<file path="src/rtl/rom_port_arbiter.sv">
// rom_port_arbiter: round-robin sharing of one synchronous ROM read port
// between two requesters, with a single transaction in flight.
module rom_port_arbiter #(
    parameter int ADDR_W  = 5,
    parameter int DATA_W  = 8,
    parameter int ROM_LAT = 1
) (
    input  logic              clk,
    input  logic              reset,
    input  logic              req0,
    input  logic [ADDR_W-1:0] addr0,
    output logic              gnt0,
    output logic              rvalid0,
    output logic [DATA_W-1:0] rdata0,
    input  logic              req1,
    input  logic [ADDR_W-1:0] addr1,
    output logic              gnt1,
    output logic              rvalid1,
    output logic [DATA_W-1:0] rdata1,
    output logic              rom_en,
    output logic [ADDR_W-1:0] rom_addr,
    input  logic [DATA_W-1:0] rom_data,
    output logic              busy
);
    typedef enum logic [1:0] {IDLE, ISSUE, WAIT, RESP} state_t;

    localparam logic [1:0] LAT_LOAD = 2'(ROM_LAT - 1);

    state_t     state;
    state_t     state_nx;
    logic [1:0] cnt;
    logic       ptr;
    logic       sel;
    logic       pick;
    logic       any_req;
    logic       last_wait;

    // ptr=1 favours port 1 when both ports request
    assign any_req   = req0 | req1;
    assign pick      = req1 & (~req0 | ptr);
    assign last_wait = (cnt == 2'd0);

    always_comb begin
        state_nx = state;
        case (state)
            IDLE:    if (any_req) state_nx = ISSUE;
            ISSUE:   state_nx = WAIT;
            WAIT:    if (last_wait) state_nx = RESP;
            RESP:    state_nx = IDLE;
            default: state_nx = IDLE;
        endcase
    end

    always_ff @(posedge clk or posedge reset) begin
        if (reset) state <= IDLE;
        else       state <= state_nx;
    end

    always_ff @(posedge clk or posedge reset) begin
        if (reset) begin
            gnt0     <= 1'b0;
            gnt1     <= 1'b0;
            rvalid0  <= 1'b0;
            rvalid1  <= 1'b0;
            rdata0   <= '0;
            rdata1   <= '0;
            rom_en   <= 1'b0;
            rom_addr <= '0;
            busy     <= 1'b0;
            cnt      <= 2'd0;
            ptr      <= 1'b0;
            sel      <= 1'b0;
        end else begin
            gnt0    <= 1'b0;
            gnt1    <= 1'b0;
            rvalid0 <= 1'b0;
            rvalid1 <= 1'b0;
            rom_en  <= 1'b0;
            busy    <= (state_nx != IDLE);
            case (state)
                IDLE: begin
                    if (any_req) begin
                        sel      <= pick;
                        gnt0     <= ~pick;
                        gnt1     <= pick;
                        rom_en   <= 1'b1;
                        rom_addr <= pick ? addr1 : addr0;
                    end
                end
                ISSUE: begin
                    ptr <= ~sel;
                    cnt <= LAT_LOAD;
                end
                WAIT: begin
                    if (last_wait) begin
                        if (sel) rdata1 <= rom_data;
                        else     rdata0 <= rom_data;
                        rvalid0 <= ~sel;
                        rvalid1 <= sel;
                    end else begin
                        cnt <= cnt - 2'd1;
                    end
                end
                default: ;
            endcase
        end
    end
endmodule

</file>
<file path="config.mk">
export PLATFORM = sky130hd
export DESIGN_NAME = rom_port_arbiter
export DESIGN_NICKNAME = d
export VERILOG_FILES = /design/src/rtl/rom_port_arbiter.sv
export SDC_FILE = /design/constraint.sdc
export NUM_CORES = 1
export LEC_CHECK = 0
export CORE_MARGIN = 1.5
export CORE_UTILIZATION = 44
export CTS_CLUSTER_SIZE = 12
export DETAILED_ROUTE_END_ITERATION = 8
export PLACE_DENSITY_LB_ADDON = 0.15
export SLEW_MARGIN = 15
export SYNTH_ARGS = -nofsm -noshare
export SYNTH_HDL_FRONTEND = slang
export SYNTH_SLANG_ARGS = --single-unit
export TNS_END_PERCENT = 50
</file>
<file path="constraint.sdc">
create_clock -name clk -period 1.6 [get_ports clk]
set_input_delay 0.32 -clock clk [delete_from_list [all_inputs] [get_ports clk]]
set_output_delay 0.32 -clock clk [all_outputs]
set_load 0.02 [all_outputs]
</file>
=== Word-level counts from Yosys, hierarchy flattened ===
Cells that the tools add are included.

* Input port bits: 22
* Flip-flop bits (word level): 33

* Reductions and logical operators: 8
* Bitwise gates (word level): 6
* Mux-type cells: 16
* $add $sub $neg: 1
* Equality and inequality tests: 4

{| class="wikitable"
|+ Operators by type and width
! kind !! number
|-
| $mux W1 || 10
|-
| $pmux W2 S4 || 1
|-
| $mux W2 || 3
|-
| $reduce_and A3 Y1 || 2
|-
| $mux W5 || 1
|-
| $eq A2 B2 Y1 const B || 2
|-
| $logic_not A2 Y1 || 2
|-
| $pmux W2 S2 || 1
|-
| $reduce_and A2 Y1 || 2
|-
| $reduce_bool A2 Y1 || 2
|-
| $not A1 Y1 || 3
|-
| $eq A2 B1 Y1 const B || 1
|-
| $ne A2 B2 Y1 const B || 1
|-
| $or A1 B1 Y1 || 2
|-
| $sub A2 B1 Y2 const B || 1
|-
| $and A1 B1 Y1 || 1
|}

=== Longest topological paths before layout ===
Gate-level depths: netlist (run 1).

* Depth in word-level cells: 6
* Depth in mapped cells: 6
* Mapped depth without buffers: 6

=== Least setup slack after synthesis (run 1) ===
No wires, ideal clock.

* Kind: flip-flop to flip-flop
* Start: register state[0]
* End: register rdata0[0]
* Slack: 0.117 ns
* Library setup time: 0.125 ns
* Clock period less this slack: 1.483 ns
* Stages on the path, launching flop included: 7
* Arrival time: 1.358 ns
* Buffers on the path: 1
* Path through: dfrtp_1 -> inv_1 -> ha_1 -> nand2_1 -> or2_1 -> buf_6 -> mux2_4

* Longest elaborated chain between the ends: 2

{| class="wikitable"
|+ RTL lines
! what !! line !! source
|-
| from (decl) || 29 || <nowiki>state_t state;</nowiki>
|-
| from (signal assigned) || 56 || <nowiki>else state <= state_nx;</nowiki>
|-
| $eq A2 B2 Y1 || 80 || <nowiki>case (state)</nowiki>
|-
| $reduce_and A3 Y1 (no source line) || - ||
|-
| to (signal assigned) || 97 || <nowiki>else rdata0 <= rom_data;</nowiki>
|-
| to (decl) || 14 || <nowiki>output logic [DATA_W-1:0] rdata0,</nowiki>
|}

Every way passes these cells.
A chain may end at the register's enable or synchronous reset.

=== Worst setup path after layout (run 1) ===
* Start: register state[0]
* End: register rdata1[4]

* Longest elaborated chain between the ends: 2

{| class="wikitable"
|+ RTL lines
! what !! line !! source
|-
| $eq A2 B2 Y1 || 80 ||
|-
| $reduce_and A3 Y1 (no source line) || - ||
|-
| to (signal assigned) || 96 || <nowiki>if (sel) rdata1 <= rom_data;</nowiki>
|-
| to (decl) || 19 || <nowiki>output logic [DATA_W-1:0] rdata1,</nowiki>
|}

Every way passes these cells.

==> flow_results.xml, run 1 <==
<?xml version="1.0" encoding="UTF-8"?>
<metrics>
  <group name="detailed_routing">
    <metric name="first_pass_iteration_count_of_the_detailed_router" unit="">3</metric>
    <metric name="final_antenna_net_count" unit="">0</metric>
    <metric name="drc_errors_left" unit="">0</metric>
    <metric name="drt_wl_total" unit="um">2650</metric>
    <metric name="vias" unit="">974</metric>
    <metric name="wl_per_cell" unit="um">13.4</metric>
    <metric name="drt_iter0_markers" unit="">7</metric>
    <metric name="viasPerCell" unit="">4.92</metric>
  </group>
  <group name="floorplanning">
    <metric name="placeableCoreArea" unit="mm2">0.00300</metric>
    <metric name="row_cnt" unit="">20</metric>
    <metric name="initial_core_util" unit="">0.453</metric>
    <metric name="total_die_area" unit="mm2">0.00344</metric>
    <metric name="boundaryPins" unit="">49</metric>
    <metric name="dieHeight" unit="um">58.6</metric>
    <metric name="die_w" unit="um">58.6</metric>
  </group>
  <group name="sta">
    <metric name="timing.final.setup_violations" unit="">0</metric>
    <metric name="rsz0062_at_grt" unit="">false</metric>
    <metric name="finalMaxSlewViolations" unit="">0</metric>
    <metric name="maxSlewHeadroom" unit="">0.726</metric>
    <metric name="final_min_period_over_clock_period" unit="">0.920</metric>
    <metric name="final-hold-violation-count" unit="">0</metric>
    <metric name="min_period" unit="ns">1.47</metric>
    <metric name="fin_setup_tns" unit="ns">0</metric>
    <metric name="max_freq" unit="MHz">679</metric>
    <metric name="worst-slew-pin-transition" unit="ns">0.411</metric>
    <metric name="worst_skew" unit="ns">0.0133</metric>
  </group>
  <group name="cells_and_area">
    <metric name="area.growth.synth_to_final" unit="%">44.4</metric>
    <metric name="multi_input_comb_area" unit="um2">490</metric>
    <metric name="layout_nets" unit="">190</metric>
    <metric name="seq_area" unit="um2">826</metric>
    <metric name="drive_above_1_share" unit="">0.206</metric>
    <metric name="fin_cells" unit="">198</metric>
    <metric name="final_common_cell" unit="">dfrtp_1</metric>
    <metric name="layout.cells.most_common_list" unit="">dfrtp_1 (33), dlygate4sd2_1 (24), clkdlybuf4s50_1 (21), inv_1 (9)</metric>
    <metric name="fin_area" unit="mm2">0.00197</metric>
    <metric name="total_inserted_antenna_cells" unit="">0</metric>
    <metric name="n_fill_cell" unit="">253</metric>
  </group>
  <group name="critical_path">
    <metric name="critPathKind" unit="">reg2reg</metric>
    <metric name="worstSetupStartpointType" unit="">flip-flop</metric>
    <metric name="crit_required" unit="ns">1.82</metric>
    <metric name="rr_worst_depth" unit="">6</metric>
    <metric name="timing.critical_path.to_type" unit="">flip-flop</metric>
    <metric name="crit-reg2reg-capture" unit="">rdata1[4]</metric>
    <metric name="critPathMaxFanout" unit="">9</metric>
    <metric name="rr_startpoint" unit="">state[0]</metric>
    <metric name="critPathSlowestCell" unit="">dfrtp_1</metric>
    <metric name="timing.critical_path.cells" unit="">inv_1 -&gt; ha_1 -&gt; buf_4 -&gt; nand3_1 -&gt; buf_12 -&gt; mux2_2</metric>
    <metric name="critPathArrivalTime" unit="ns">1.69</metric>
    <metric name="regToRegSetupSlack" unit="ns">0.13</metric>
    <metric name="slowest_delay" unit="ns">0.36</metric>
  </group>
  <group name="clock_tree">
    <metric name="numClockSinks" unit="">33</metric>
    <metric name="cts_made_buffers" unit="">5</metric>
    <metric name="postCtsHoldBufs" unit="">0</metric>
    <metric name="clk_transition_reported_paths" unit="ns">0.10</metric>
    <metric name="tritoncts" unit="">built</metric>
    <metric name="number_of_setup_buffers_added_after_cts" unit="">0</metric>
    <metric name="cts_buffer_depth" unit="">2</metric>
    <metric name="cts_htree_levels" unit="">2</metric>
    <metric name="root_buffer" unit="">clkbuf_4</metric>
    <metric name="skew_pair_late_insertion_delay" unit="ns">0.34</metric>
  </group>
  <group name="logic_synthesis">
    <metric name="synth_warnings" unit="">0</metric>
    <metric name="synth_area" unit="mm2">0.00136</metric>
    <metric name="synth.lib_cells_used.distinct" unit="">21</metric>
    <metric name="postSynthRegisterBits" unit="">33</metric>
    <metric name="postSynthNetCount" unit="">130</metric>
    <metric name="gate_count_after_technology_mapping" unit="">104</metric>
    <metric name="per_instance_average_area_after_synthesis" unit="um2">13.1</metric>
    <metric name="synth_top_cell_by_area" unit="">dfrtp_1</metric>
    <metric name="synth_top_cell_area_share" unit="">0.607</metric>
    <metric name="seq_area_frac_synth" unit="">0.607</metric>
    <metric name="synth.area.top_cells" unit="">dfrtp_1 (61%), mux2_4 (8.8%), mux2_2 (6.6%), ha_1 (3.7%), a31oi_1 (2.8%)</metric>
  </group>
  <group name="global_routing">
    <metric name="grt_start_max_net_pins" unit="">34</metric>
    <metric name="overflow" unit="">0</metric>
    <metric name="via_count_of_the_first_global_routing_pass" unit="">1012</metric>
    <metric name="grt_antenna_before_repair" unit="">0</metric>
    <metric name="grt_first_pass_wirelength" unit="um">4390</metric>
    <metric name="track_usage" unit="">0.177</metric>
  </group>
  <group name="power_and_ir_drop">
    <metric name="pwr_density_cell" unit="mW/mm2">1920</metric>
    <metric name="total_leakage_power" unit="nW">0.999</metric>
    <metric name="post_layout_total_power" unit="W">0.00377</metric>
    <metric name="max-vdd-ir-drop" unit="mV">0.840</metric>
  </group>
  <group name="outcome">
    <metric name="outcome" unit="">finished, final reports clean</metric>
  </group>
  <group name="place">
    <metric name="hpwlAfterDp" unit="um">1950</metric>
    <metric name="post_dp_cell_area" unit="mm2">0.00193</metric>
    <metric name="dp_cells" unit="">190</metric>
    <metric name="place.port_buffers" unit="">48</metric>
    <metric name="finalWeightedCongestion" unit="">0.699</metric>
  </group>
  <group name="hold_path">
    <metric name="timing.hold.worst.class" unit="">in2async</metric>
  </group>
  <group name="run">
    <metric name="max_cap_violations" unit="">0</metric>
  </group>
</metrics>
## sequential cells by signal (all words and copies together) (netlist names)
| signal | flops |
|---|---|
| rdata1 | 8 |
| cnt | 2 |
| gnt0 | 1 |
| state | 2 |
| gnt1 | 1 |
| rvalid1 | 1 |
| busy | 1 |
| sel | 1 |
| rvalid0 | 1 |
| rom_en | 1 |
| rdata0 | 8 |
| ptr | 1 |
| rom_addr | 5 |
## worst max path at each step
stage,slack [ns],endpoint,from,cells after the start
6_report,0.13,rdata1[4],state[0],6
5_1_grt,0.006,rdata1[3],state[0],6
4_1_cts,0.006,rvalid0,rvalid0,1
3_5_place_dp,0.008,rdata0[5],state[0],5
2_1_floorplan,0.12,rdata0[0],state[0],6
3_3_place_gp,0.05,sel,req0,4
## synth_stat cells
master,count
o2bb2ai_1,1
nand3_1,1
o21ai_4,1
buf_2,1
nand2_1,1
a21o_1,2
or2_2,1
dfrtp_1,33
and3_1,1
nand2b_1,3
a21oi_1,7
nor2b_1,1
o21ai_0,6
mux2_2,8
mux2_4,8
or2_1,1
nor2_1,8
ha_1,4
buf_6,1
inv_1,9
a31oi_1,6
## per-stage QoR
stage,hold slack (ns),worst slack [ns],utilization
after global routing,0.407,0.00647,0.655
after detailed placement,0.491,0.00825,0.643
final,0.367,0.127,0.655
after floorplan,0.449,0.117,-
after CTS,0.366,0.00577,0.650
after global placement,0.477,0.0528,0.643
## report_power, final
| group | switching [W] | internal (W) | leakage (nW) |
|---|---|---|---|
| combinational | 0.000985 | 0.000961 | 0.573 |
| clock | 0.000263 | 0.000167 | 0.0320 |
| sequential | 0.000174 | 0.00122 | 0.394 |
| total | 0.00142 | 0.00235 | 0.999 |
## routing by layer
layer,vias to the layer above,share of wire,global-route usage,wire length (um)
met5,-,0,0,0
met4,0,0.022,0.0974,59
met3,7,0.075,0.0571,198
met2,38,0.50,0.297,1310
met1,448,0.41,0.199,1080
li1,481,-,-,-
## layout make-up
cell class | count | area share
clock buffer | 6 | 0.0210
clock inverter | 2 | 0.00509
inverter | 9 | 0.0172
multi-input combinational | 60 | 0.250
sequential | 33 | 0.420
tap | 33 | 0.0210
timing repair buffer | 55 | 0.266
## cells by family (layout without fill, tap and decap cells)
family	Yosys count	after routing	share of synthesized area
buffers and inverters	11	72	0.0368
adder cells (fa/ha/maj)	4	4	0.0368
AO/OA/AOI/OAI	23	23	0.105
AND/OR/NAND/NOR	17	17	0.0607
multiplexers	16	16	0.154
flip-flops	33	33	0.607
## worst max-delay path: cells and delay by family, from the launching register on
kind,cells,cell delay (ns)
muxes,1,0.32
buffers and inverters,3,0.35
adders and majority gates,1,0.20
and+or+nand+nor,1,0.13
DFF,1,0.36
## timing repair
action,4_1_cts,5_1_grt
endpoints found under the hold margin,0,0
gates resized for setup,24,6
pin swaps,0,0
endpoints found under the setup margin,24,12
No activity file was read; power rests on OpenSTA's default activity.
==> run 2: changes to the inputs <==
--- a/config.mk
+++ b/config.mk
@@ -9,7 +9,8 @@
 export CORE_UTILIZATION = 44
 export CTS_CLUSTER_SIZE = 12
 export DETAILED_ROUTE_END_ITERATION = 8
-export PLACE_DENSITY_LB_ADDON = 0.15
+export GPL_TIMING_DRIVEN = 0
+export PLACE_DENSITY = 0.86
 export SLEW_MARGIN = 15
 export SYNTH_ARGS = -nofsm -noshare
 export SYNTH_HDL_FRONTEND = slang
==> flow_results.xml, run 2 (same netlist as run 1, synthesis figures left out) <==
<?xml version="1.0" encoding="UTF-8"?>
<metrics>
  <group name="sta">
    <metric name="fin_setup_tns" unit="ns">0</metric>
    <metric name="final_critical_path_setup_slack" unit="ns">0.0838</metric>
    <metric name="fin_hold_ws" unit="ns">0.298</metric>
    <metric name="rsz0062_at_grt" unit="">false</metric>
    <metric name="finalMaxSlewViolations" unit="">0</metric>
    <metric name="timing.final.setup_violations" unit="">0</metric>
    <metric name="final_min_period_over_clock_period" unit="">0.948</metric>
    <metric name="final-hold-violation-count" unit="">0</metric>
    <metric name="maxSlewHeadroom" unit="">0.572</metric>
    <metric name="min_period" unit="ns">1.52</metric>
    <metric name="worst_skew" unit="ns">0.0116</metric>
    <metric name="worst-slew-pin-transition" unit="ns">0.641</metric>
    <metric name="max_freq" unit="MHz">660</metric>
  </group>
  <group name="clock_tree">
    <metric name="cts_htree_levels" unit="">2</metric>
    <metric name="numClockSinks" unit="">33</metric>
    <metric name="cts_made_buffers" unit="">5</metric>
    <metric name="clk_transition_reported_paths" unit="ns">0.10</metric>
    <metric name="cts_buffer_depth" unit="">2</metric>
    <metric name="postCtsHoldBufs" unit="">0</metric>
    <metric name="skew_pair_late_insertion_delay" unit="ns">0.34</metric>
    <metric name="root_buffer" unit="">clkbuf_4</metric>
    <metric name="tritoncts" unit="">built</metric>
  </group>
  <group name="critical_path">
    <metric name="critPathKind" unit="">reg2reg</metric>
    <metric name="worstSetupStartpointType" unit="">flip-flop</metric>
    <metric name="cp_top_delay_family" unit="">flip-flops</metric>
    <metric name="rr_startpoint" unit="">cnt[0]</metric>
    <metric name="critical_path_buf_inv_count" unit="">2</metric>
    <metric name="crit_required" unit="ns">1.82</metric>
    <metric name="rr_worst_depth" unit="">6</metric>
    <metric name="crit-reg2reg-capture" unit="">rdata0[4]</metric>
    <metric name="critPathSlowestCell" unit="">dfrtp_1</metric>
    <metric name="timing.critical_path.to_type" unit="">flip-flop</metric>
    <metric name="regToRegSetupSlack" unit="ns">0.08</metric>
    <metric name="slowest_delay" unit="ns">0.40</metric>
    <metric name="timing.critical_path.cells" unit="">inv_1 -&gt; ha_2 -&gt; nand2_1 -&gt; or2_1 -&gt; buf_6 -&gt; mux2_4</metric>
    <metric name="critPathMaxFanout" unit="">9</metric>
    <metric name="critPathArrivalTime" unit="ns">1.74</metric>
  </group>
  <group name="outcome">
    <metric name="outcome" unit="">finished, final reports clean</metric>
  </group>
  <group name="hold_path">
    <metric name="timing.hold.worst.class" unit="">in2reg</metric>
    <metric name="min_delay_worst_endpoint" unit="">gnt0</metric>
    <metric name="holdPathStages" unit="">2</metric>
    <metric name="timing.hold.worst.start" unit="">req1</metric>
  </group>
  <group name="place">
    <metric name="hpwlAfterDp" unit="um">2110</metric>
    <metric name="place.port_buffers" unit="">47</metric>
    <metric name="preCtsSetupSlack" unit="ns">-0.167</metric>
    <metric name="finalWeightedCongestion" unit="">0.785</metric>
    <metric name="post_dp_cell_area" unit="mm2">0.00187</metric>
  </group>
  <group name="cells_and_area">
    <metric name="layout.cells.most_common_list" unit="">dfrtp_1 (33), dlygate4sd2_1 (26), clkdlybuf4s50_1 (20)</metric>
    <metric name="largestRegisters" unit="">rdata0 (8), rdata1 (8), rom_addr (5)</metric>
    <metric name="area.growth.synth_to_final" unit="%">43.4</metric>
    <metric name="seq_area" unit="um2">826</metric>
    <metric name="layout_nets" unit="">184</metric>
    <metric name="multi_input_comb_area" unit="um2">505</metric>
    <metric name="finalCoreUtilization" unit="">0.650</metric>
    <metric name="fin_area" unit="mm2">0.00195</metric>
    <metric name="n_fill_cell" unit="">228</metric>
    <metric name="final_common_cell" unit="">dfrtp_1</metric>
    <metric name="total_inserted_antenna_cells" unit="">0</metric>
    <metric name="drive_above_1_share" unit="">0.208</metric>
  </group>
  <group name="global_routing">
    <metric name="grt_start_max_net_pins" unit="">34</metric>
    <metric name="via_count_of_the_first_global_routing_pass" unit="">1012</metric>
    <metric name="grt_first_pass_wirelength" unit="um">4690</metric>
    <metric name="track_usage" unit="">0.187</metric>
    <metric name="overflow" unit="">0</metric>
    <metric name="grt_antenna_before_repair" unit="">0</metric>
  </group>
  <group name="run">
    <metric name="max_cap_violations" unit="">0</metric>
  </group>
  <group name="floorplanning">
    <metric name="die_w" unit="um">58.6</metric>
    <metric name="row_cnt" unit="">20</metric>
    <metric name="dieHeight" unit="um">58.6</metric>
    <metric name="boundaryPins" unit="">49</metric>
    <metric name="initial_core_util" unit="">0.453</metric>
    <metric name="total_die_area" unit="mm2">0.00344</metric>
    <metric name="placeableCoreArea" unit="mm2">0.00300</metric>
  </group>
  <group name="detailed_routing">
    <metric name="wl_per_cell" unit="um">15.0</metric>
    <metric name="drc_errors_left" unit="">0</metric>
    <metric name="drt_wl_total" unit="um">2880</metric>
    <metric name="drt_iter0_markers" unit="">16</metric>
    <metric name="final_antenna_net_count" unit="">0</metric>
    <metric name="viasPerCell" unit="">5.22</metric>
    <metric name="vias" unit="">1003</metric>
    <metric name="first_pass_iteration_count_of_the_detailed_router" unit="">4</metric>
  </group>
  <group name="power_and_ir_drop">
    <metric name="switching_power_share_of_the_total" unit="">0.374</metric>
    <metric name="p_comb_frac" unit="">0.480</metric>
    <metric name="proportion_of_power_drawn_by_the_clock_network" unit="">0.162</metric>
    <metric name="max-vdd-ir-drop" unit="mV">0.822</metric>
    <metric name="sequentialPowerShare" unit="">0.358</metric>
    <metric name="total_leakage_power" unit="nW">0.952</metric>
    <metric name="pwr_density_cell" unit="mW/mm2">2030</metric>
    <metric name="p_sw" unit="W">0.00149</metric>
    <metric name="power.internal" unit="W">0.00248</metric>
  </group>
</metrics>
[run 2: worst max-delay path by stage]
stage	end	startpoint	cells after the start	slack, ns
final	rdata0[4]	cnt[0]	6	0.08
after global routing	rdata0[0]	state[0]	6	0.009
after CTS	busy	busy	1	0.009
after detailed placement	busy	reset	2	-0.17
after global placement	busy	reset	2	-0.13
after floorplan	rdata0[0]	state[0]	6	0.12
[run 2: layer usage]
metal | share of wire | vias up | routed length, um | global-route usage
met5 | 0 | - | 0 | 0
met4 | 0.010 | 0 | 30 | 0.0779
met2 | 0.51 | 43 | 1470 | 0.321
met3 | 0.075 | 2 | 217 | 0.0659
li1 | - | 469 | - | -
met1 | 0.40 | 489 | 1170 | 0.212
[run 2: per-stage QoR]
step	cells	total power [W]
6_report	192	0.00397
5_1_grt	192	0.00423
4_1_cts	192	0.00397
3_5_place_dp	184	0.00354
3_3_place_gp	184	0.00346
2_1_floorplan	104	0.00264
[run 2: repair_timing]
| item | 4_1_cts | 5_1_grt |
|---|---|---|
| setup endpoints to repair | 28 | 17 |
| setup buffers | 0 | 0 |
| resized for setup | 27 | 5 |
[run 2: area by class of cell]
cell class | instances | area share
multi-input cells | 60 | 0.259
well taps | 33 | 0.0212
flip-flops and latches | 33 | 0.423
repair buffers | 47 | 0.226
clock buffers | 6 | 0.0263
clock inverters | 2 | 0.0192
inverters | 9 | 0.0173
plain buffers | 2 | 0.00833
[run 2: power groups by stage]
stage               clock network (W)  registers, W  logic [W]
floorplan                           0       0.00182   0.000820
global placement                    0       0.00141    0.00205
detailed placement                  0       0.00144    0.00210
CTS                          0.000663       0.00141    0.00190
global route                 0.000704       0.00147    0.00206
finish                       0.000644       0.00142    0.00191
